**src/rtl/sprite_pkg.sv**
```systemverilog
// Shared sprite descriptor definitions.
// Used by the sprite packer and by the sprite field splitter, so both sides
// agree on the descriptor layout: {en, offset[4:0], line[3:0], num[4:0]}.
// Contents: field widths, field bit positions, the 15-bit descriptor type and
// the packer FSM state type.
package sprite_pkg;

  localparam int unsigned NUM_W      = 5;
  localparam int unsigned LINE_W     = 4;
  localparam int unsigned OFFSET_W   = 5;

  localparam int unsigned NUM_LSB    = 0;
  localparam int unsigned LINE_LSB   = 5;
  localparam int unsigned OFFSET_LSB = 9;
  localparam int unsigned EN_BIT     = 14;

  typedef logic [14:0] sprite_desc_t;

  typedef enum logic [1:0] {
    ST_IDLE   = 2'd0,
    ST_DIRTY  = 2'd1,
    ST_COMMIT = 2'd2
  } packer_state_t;

endpackage

```
**src/rtl/sprite_packer_if.sv**
```systemverilog
// Field-write port of the sprite packer.
// master: the host / game-logic side driving field writes.
// slave : the packer, which returns wr_ready.
// Signals: wr_valid, wr_ready, wr_slot[1:0], wr_num[4:0], wr_line[3:0],
//          wr_offset[4:0], wr_en. A write is accepted when wr_valid && wr_ready.
interface sprite_packer_if;
  import sprite_pkg::*;

  logic                wr_valid;
  logic                wr_ready;
  logic [1:0]          wr_slot;
  logic [NUM_W-1:0]    wr_num;
  logic [LINE_W-1:0]   wr_line;
  logic [OFFSET_W-1:0] wr_offset;
  logic                wr_en;

  modport master (
    output wr_valid, wr_slot, wr_num, wr_line, wr_offset, wr_en,
    input  wr_ready
  );

  modport slave (
    input  wr_valid, wr_slot, wr_num, wr_line, wr_offset, wr_en,
    output wr_ready
  );

endinterface

```
**src/rtl/sprite_field_pack.sv**
```systemverilog
// Combinational packer: assembles a sprite descriptor from its fields using
// the shared layout constants.
// Ports: num_i, line_i, offset_i, en_i (fields in), desc_o (packed descriptor).
module sprite_field_pack
  import sprite_pkg::*;
(
  input  logic [NUM_W-1:0]    num_i,
  input  logic [LINE_W-1:0]   line_i,
  input  logic [OFFSET_W-1:0] offset_i,
  input  logic                en_i,
  output sprite_desc_t        desc_o
);

  always_comb begin
    desc_o                           = '0;
    desc_o[NUM_LSB    +: NUM_W]      = num_i;
    desc_o[LINE_LSB   +: LINE_W]     = line_i;
    desc_o[OFFSET_LSB +: OFFSET_W]   = offset_i;
    desc_o[EN_BIT]                   = en_i;
  end

endmodule

```
**src/rtl/sprite_packer.sv**
```systemverilog
// sprite_packer: collects per-slot field writes into four shadow descriptors
// and copies all of them to the active outputs in one edge at the next frame
// boundary, so a renderer never observes a half-updated sprite.
// Ports:
//   clk, rst_n          clock, asynchronous active-low reset
//   wr                  field-write port (sprite_packer_if.slave)
//   frame_start         one-cycle frame boundary pulse
//   line_strobe         line-advance pulse (only with SPRITE_PACKER_AUTOLINE_EN)
//   sprite0..sprite3    active descriptors (registered)
//   pending             shadow holds writes not yet committed
//   commit_done         one-cycle pulse while freshly committed values are visible
// Optional feature macro: SPRITE_PACKER_AUTOLINE_EN -- each line_strobe advances
// the line field (mod 16) of every enabled active descriptor.
module sprite_packer
  import sprite_pkg::*;
#(
  parameter int unsigned         DESC_W     = 15,
  parameter logic [DESC_W-1:0]   RESET_DESC = 15'h0000
) (
  input  logic              clk,
  input  logic              rst_n,
  sprite_packer_if.slave    wr,
  input  logic              frame_start,
`ifdef SPRITE_PACKER_AUTOLINE_EN
  input  logic              line_strobe,
`endif
  output logic [DESC_W-1:0] sprite0,
  output logic [DESC_W-1:0] sprite1,
  output logic [DESC_W-1:0] sprite2,
  output logic [DESC_W-1:0] sprite3,
  output logic              pending,
  output logic              commit_done
);

  packer_state_t state_q, state_d;
  sprite_desc_t  shadow_q [4];
  sprite_desc_t  active_q [4];
  logic          commit_done_q;
  sprite_desc_t  wr_desc;
  logic          wr_accept;

  sprite_field_pack u_field_pack (
    .num_i    (wr.wr_num),
    .line_i   (wr.wr_line),
    .offset_i (wr.wr_offset),
    .en_i     (wr.wr_en),
    .desc_o   (wr_desc)
  );

  // Next state and state-decoded outputs; wr_ready depends on state only.
  always_comb begin
    state_d     = state_q;
    wr.wr_ready = 1'b1;
    pending     = 1'b0;
    case (state_q)
      ST_IDLE: begin
        // A frame_start arriving with the first write does not commit it.
        if (wr.wr_valid) state_d = ST_DIRTY;
      end
      ST_DIRTY: begin
        pending = 1'b1;
        if (frame_start) state_d = ST_COMMIT;
      end
      ST_COMMIT: begin
        wr.wr_ready = 1'b0;
        pending     = 1'b1;
        state_d     = ST_IDLE;
      end
      default: state_d = ST_IDLE;
    endcase
  end

  assign wr_accept = wr.wr_valid && wr.wr_ready;

  always_ff @(posedge clk or negedge rst_n) begin
    if (!rst_n) begin
      state_q       <= ST_IDLE;
      commit_done_q <= 1'b0;
    end else begin
      state_q       <= state_d;
      commit_done_q <= (state_q == ST_COMMIT);
    end
  end

  always_ff @(posedge clk or negedge rst_n) begin
    if (!rst_n) begin
      for (int unsigned i = 0; i < 4; i++) shadow_q[i] <= RESET_DESC;
    end else if (wr_accept) begin
      for (int unsigned i = 0; i < 4; i++) begin
        if (wr.wr_slot == 2'(i)) shadow_q[i] <= wr_desc;
      end
    end
  end

  // Commit takes precedence over a same-edge line advance, so the freshly
  // loaded shadow line value is never incremented on the commit edge.
  always_ff @(posedge clk or negedge rst_n) begin
    if (!rst_n) begin
      for (int unsigned i = 0; i < 4; i++) active_q[i] <= RESET_DESC;
    end else if (state_q == ST_COMMIT) begin
      for (int unsigned i = 0; i < 4; i++) active_q[i] <= shadow_q[i];
    end
`ifdef SPRITE_PACKER_AUTOLINE_EN
    else if (line_strobe) begin
      for (int unsigned i = 0; i < 4; i++) begin
        if (active_q[i][EN_BIT]) begin
          active_q[i][LINE_LSB +: LINE_W] <= active_q[i][LINE_LSB +: LINE_W] + 1'b1;
        end
      end
    end
`endif
  end

  assign sprite0     = active_q[0];
  assign sprite1     = active_q[1];
  assign sprite2     = active_q[2];
  assign sprite3     = active_q[3];
  assign commit_done = commit_done_q;

endmodule

```
**src/flat_wrapper.sv**
```systemverilog
// flat-port wrapper written by rule: the top's interface ports become plain ports
module sprite_packer_flat import sprite_pkg::*;
#(
  parameter int unsigned         DESC_W     = 15,
  parameter logic [DESC_W-1:0]   RESET_DESC = 15'h0000
)
  (clk, rst_n, frame_start, sprite0, sprite1, sprite2, sprite3, pending, commit_done, wr_wr_valid, wr_wr_slot, wr_wr_num, wr_wr_line, wr_wr_offset, wr_wr_en, wr_wr_ready);
  sprite_packer_if wr_i ();
  input  logic clk;
  input  logic rst_n;
  input  logic frame_start;
  output logic [DESC_W-1:0] sprite0;
  output logic [DESC_W-1:0] sprite1;
  output logic [DESC_W-1:0] sprite2;
  output logic [DESC_W-1:0] sprite3;
  output logic pending;
  output logic commit_done;
  input wire logic [$bits(wr_i.wr_valid)-1:0] wr_wr_valid;
  input wire logic [$bits(wr_i.wr_slot)-1:0] wr_wr_slot;
  input wire logic [$bits(wr_i.wr_num)-1:0] wr_wr_num;
  input wire logic [$bits(wr_i.wr_line)-1:0] wr_wr_line;
  input wire logic [$bits(wr_i.wr_offset)-1:0] wr_wr_offset;
  input wire logic [$bits(wr_i.wr_en)-1:0] wr_wr_en;
  output wire logic [$bits(wr_i.wr_ready)-1:0] wr_wr_ready;
  assign wr_i.wr_valid = wr_wr_valid;
  assign wr_i.wr_slot = wr_wr_slot;
  assign wr_i.wr_num = wr_wr_num;
  assign wr_i.wr_line = wr_wr_line;
  assign wr_i.wr_offset = wr_wr_offset;
  assign wr_i.wr_en = wr_wr_en;
  assign wr_wr_ready = wr_i.wr_ready;
  sprite_packer #(.DESC_W(DESC_W), .RESET_DESC(RESET_DESC)) u_core (.clk(clk), .rst_n(rst_n), .wr(wr_i), .frame_start(frame_start), .sprite0(sprite0), .sprite1(sprite1), .sprite2(sprite2), .sprite3(sprite3), .pending(pending), .commit_done(commit_done));
endmodule
```
**config.mk**
```make
export PLATFORM = sky130hd
export DESIGN_NAME = sprite_packer_flat
export DESIGN_NICKNAME = d
export VERILOG_FILES = /design/src/rtl/sprite_pkg.sv /design/src/rtl/sprite_packer_if.sv /design/src/rtl/sprite_field_pack.sv /design/src/rtl/sprite_packer.sv /design/src/flat_wrapper.sv
export SDC_FILE = /design/constraint.sdc
export NUM_CORES = 1
export LEC_CHECK = 0
export CORE_MARGIN = 4
export CORE_UTILIZATION = 45
export CTS_CLUSTER_DIAMETER = 150
export DETAILED_ROUTE_END_ITERATION = 7
export PLACE_DENSITY = 0.8
export SYNTH_ARGS = -nofsm -noshare
export SYNTH_HDL_FRONTEND = slang
export SYNTH_HIERARCHICAL = 1
export SYNTH_SLANG_ARGS = --single-unit
```
**constraint.sdc**
```tcl
create_clock -name clk -period 2.1 [get_ports clk]
set_clock_uncertainty 0.2 [all_clocks]
set_input_delay 0.315 -clock clk [delete_from_list [all_inputs] [get_ports clk]]
set_output_delay 0.315 -clock clk [all_outputs]
set_load 0.02 [all_outputs]
```
* Yosys cells after proc, flatten, opt, wreduce, memory -nomap -nowiden
Cells that the tools add are included.
W data, S select, Z words.
** Operators by class
- Equality and inequality tests :: 7
- Mux-type cells :: 5
- Reduce and logical (&&, ||, !) cells :: 9
** Operators by type and width (count)
- $reduce_and A2 Y1 :: 5
- $eq A2 B2 Y1 const B :: 3
- $eq A2 B1 Y1 const B :: 2
- $logic_not A2 Y1 :: 2
- $mux W2 :: 2
- $ne A2 B2 Y1 const B :: 2
- $pmux W2 S2 :: 1
- $mux W1 :: 2
- $reduce_or A2 Y1 :: 1
- $logic_and A1 B1 Y1 :: 1
** Storage, ports and cells
- Register bits :: 123
- Input port bits :: 21
- Word-level logic and storage cells :: 31

* Logic depth before layout (Yosys ltp)
- Word-level depth :: 4
- Depth in mapped cells :: 7
- Gate-level depth less buffers :: 5

* Hierarchy
Netlist, hierarchy kept.
** By module, submodules not included
- sprite_packer :: instances 1, cells each 273, area each 4693.3 µm², sequential area each 3078.0 µm²
- sprite_field_pack :: instances 1, cells each 15, area each 112.6 µm², sequential area each 0.0 µm²

* Worst setup path after synthesis
No wires, ideal clock.
- Path type :: register to register
- From :: reg u_core.state_q[0]
- To :: reg u_core/shadow_q[50] (netlist name)
- Setup time :: 0.125 ns
- Data arrival time :: 1.683 ns
- Data required time :: 1.775 ns
- Slack :: 0.092 ns
- Cell stages (with the launch flop) :: 7
- Path buffers :: 2
- Clock period less this slack :: 2.008 ns
- Cells stage by stage :: dfrtp_1 inv_1 ha_1 buf_6 nor4b_4 buf_6 mux2_2
** On the way
- Cells in the longest elaborated chain, start to end :: 4
** Ends and longest elaborated chain
- from (decl) :: RTL line sprite_packer.sv:35 : packer_state_t state_q, state_d;
- from (signal assigned) :: RTL line sprite_packer.sv:80 : state_q <= state_d;
- $eq A2 B2 Y1 :: RTL line sprite_packer.sv:55 : case (state_q)
- $mux W1 :: RTL line sprite_packer.sv:55
- $logic_and A1 B1 Y1 :: RTL line sprite_packer.sv:73 : assign wr_accept = wr.wr_valid && wr.wr_ready;
- $reduce_and A2 Y1 (no line)
- to (signal, indexed assignment) :: RTL line sprite_packer.sv:90 : if (wr.wr_slot == 2'(i)) shadow_q[i] <= wr_desc;
- to (decl) :: RTL line sprite_packer.sv:36 : sprite_desc_t shadow_q [4];
No other way between the ends.
A chain may end at the register's enable or synchronous reset.

* Worst setup path after layout
- From :: reg u_core.state_q[0]
- To :: out wr_wr_ready
** On the way
- Cells in the longest elaborated chain, start to end :: 2
** Ends and longest elaborated chain
- $eq A2 B2 Y1 :: RTL line sprite_packer.sv:55
- $mux W1 :: RTL line sprite_packer.sv:55
- to (decl) :: RTL line flat_wrapper.sv:24 : output wire logic [$bits(wr_i.wr_ready)-1:0] wr_wr_ready;
No other way between the ends.

==> reports/qor.yml <==
peakVddDrop_v: 0.000811
yosysTopAreaCellShare_pct: 64.0
synth.most_common_cell: "dfrtp_1"
final_max_slew_viol_count: 0
max_stage_delay_ps: 400
tns_ps: 0
max_slew.worst_pin.slew_ps: 387
synth.area.top_cells: "dfrtp_1 64%, mux2_2 28%, buf_4 2.3%"
crit_chain: "inv_2 -> ha_4 -> inv_1 -> clkdlybuf4s15_2"
cts-root-buf: "clkbuf_8"
critPathLaunchType: "flop"
synth_edf_count: 0
insertion_delay_ps: 500
worstSetupPathType: "reg -> out"
setup_slack_ps: 83.5
clkSinkCount: 123
clkTransAtPathRegs_ps: 60
cts_tree: "built"
muxShareOfSynthArea_pct: 28.4
multiInputGateArea_um2: 1510
synth-xor-area-share_pct: 0
critPathRequiredTime_ps: 1580
layout.nets: 402
finalPower_mw: 11.0
grt_pass1_wl_um: 15100
drt-total-wl_um: 8870
slowest_stage: "dfrtp_1"
hold_path_class: "in -> async"
ys_ff_latch: 123
mappedNetlistNets: 313
async_flop_share_pct: 100
worstPathMaxFanout: 5
hold_ws_ps: 79.3
io_pins: 84
critPathCaptureType: "output pin"
fmax_mhz: 496
relSlewSlack_pct: 74.2
drive_above_1_share_pct: 44.6
route.detailed.drc: 0
fillCellCount: 778
grt-ovfl-total: 0
rows: 37
ant_nets: 0
finalHoldViolCount: 0
synth-main-ff-cell: "dfrtp_1"
drv_cap: 0
num_antenna_cells: 0
yosysWarnings: 6
area.sequential_um2: 3080
synth_area_per_cell_um2: 16.7
grt_util_all_layers_pct: 15.6
start_util_pct: 46.3
grt_pass1_vias: 2887
worst_ep_arrival_time_ps: 1500
die_x_um: 111
rsz0062_at_grt: "no"
power_density_nw_per_um2: 1720
gp_congestion: 0.774
die_area_um2: 12400
finalCritPeriodShare_pct: 96.0
setup_violations: 0
dp_slack_ps: 37.9
cts_max_path_buffers: 2
placed_area_um2: 5720
hpwl_um: 6000
die-height_um: 111
synth_top_family_by_area: "multiplexers"
p_leak_nw: 2.73
cts_made_buffers: 17
drtIter0Drc: 81
ys_types: 14
ys_top_cells_by_count: "123 x dfrtp_1, 121 x mux2_2, 15 x buf_4"
syn2layout_area_growth_pct: 33.5
routed_via_density: 4.90
synth-adder-area-share_pct: 1.04
coreArea_um2: 10400
synth_compound_area_share_pct: 0.364
grt_max_degree: 76
antenna_found_initial: 0
postSynthCellCount: 288
stdcell_area_um2: 6420
synthSimpleGateAreaFrac_pct: 1.41
min_period_ps: 2020
outcome: "complete, no violations"
first_pass_iters: 4
routedWlPerCell_um: 16.9
yosysSeqAreaShare_pct: 64.0
io_buffers: 83
synth_area_leader_cell: "dfrtp_1"
htreeDepth: 4
syn_area_um2: 4810
num_vias: 2576
## flip-flops by register name, summed over array words and instances (netlist names)
name / count
u_core/sprite0: 15
u_core/state_q: 2
u_core/shadow_q: 60
u_core/sprite1: 15
u_core/sprite3: 15
u_core/commit_done: 1
u_core/sprite2: 15
## critical path, delay by kind of cell, from the launching register on
family | cells | cell delay, ps
buffers and inverters | 3 | 420
adders and majority gates | 1 | 180
DFF | 1 | 400
## logic make-up after synthesis
kind of cell	count (synthesis)
AO/OA/AOI/OAI	3
adder cells (fa/ha/maj)	4
buffers and inverters	32
flip-flops	123
multiplexers	121
AND/OR/NAND/NOR	5
## through the flow
| stage | cells | utilization (%) |
|---|---|---|
| after floorplan | 288 | - |
| final | 526 | 61.9 |
| after CTS | 523 | 61.7 |
| after detailed placement | 490 | 55.2 |
| after global routing | 526 | 61.9 |
| after global placement | 490 | 55.2 |
## cell type report
type / instances / share of cell area, %
clock inverters: 12 / 3.41
inverters: 4 / 0.234
repair buffers: 98 / 15.4
multi-input cells: 133 / 23.5
flip-flops and latches: 123 / 48.0
well taps: 136 / 2.65
clock buffers: 20 / 6.78
## repair_timing
action	in CTS	in global routing
resized for setup	7	1
endpoints found under the hold margin	123	0
hold buffers	1	0
setup endpoints to repair	2	2
pin swaps	0	0
setup buffers	0	3
gates cloned	0	0
## metal layers
metal	vias up	global-route usage [%]	part of all wire [%]
met5	-	0	0
met4	0	5.35	0.81
met3	4	5.00	3.8
met2	54	25.8	53
met1	1338	19.5	43
li1	1180	-	-
## cells in the final DEF, fill, tap and decap left out, types with 3 or more instances in the layout
master           Yosys  final
clkinv_2             0      3
dfrtp_1            123    123
bufinv_16            0      6
clkdlybuf4s50_1      0     80
clkbuf_16            0     16
mux2_2             121    121
buf_4               15     11
ha_1                 4      3
buf_12               0      4
inv_1                4      3
## report_power, final
| part | switching [mW] | leakage (nW) | total, mW | internal, mW |
|---|---|---|---|---|
| clock | 0.990 | 0.315 | 3.18 | 2.19 |
| sequential | 0.555 | 1.46 | 3.99 | 3.44 |
| combinational | 1.66 | 0.949 | 3.83 | 2.17 |
| total | 3.21 | 2.73 | 11.0 | 7.80 |
## final timing paths
path | startpoint | to | slack (ps) | depth (start not counted)
worst max-delay path | u_core/state_q[0]$_DFFE_PN0P_ | wr_wr_ready | 80 | 4
worst min-delay path | rst_n | u_core/sprite3[1]$_DFFE_PN0P_ | 80 | 2
worst max register to register | u_core/state_q[0]$_DFFE_PN0P_ | u_core/shadow_q[31]$_DFFE_PN0P_ | 170 | 6
worst min register to register | u_core/shadow_q[33]$_DFFE_PN0P_ | u_core/sprite1[3]$_DFFE_PN0P_ | 290 | 1
max in group asynchronous | rst_n | u_core/sprite2[11]$_DFFE_PN0P_ | 920 | 3
min in group clk | u_core/shadow_q[33]$_DFFE_PN0P_ | u_core/sprite1[3]$_DFFE_PN0P_ | 290 | 1
(Power assumes the default switching activity.)
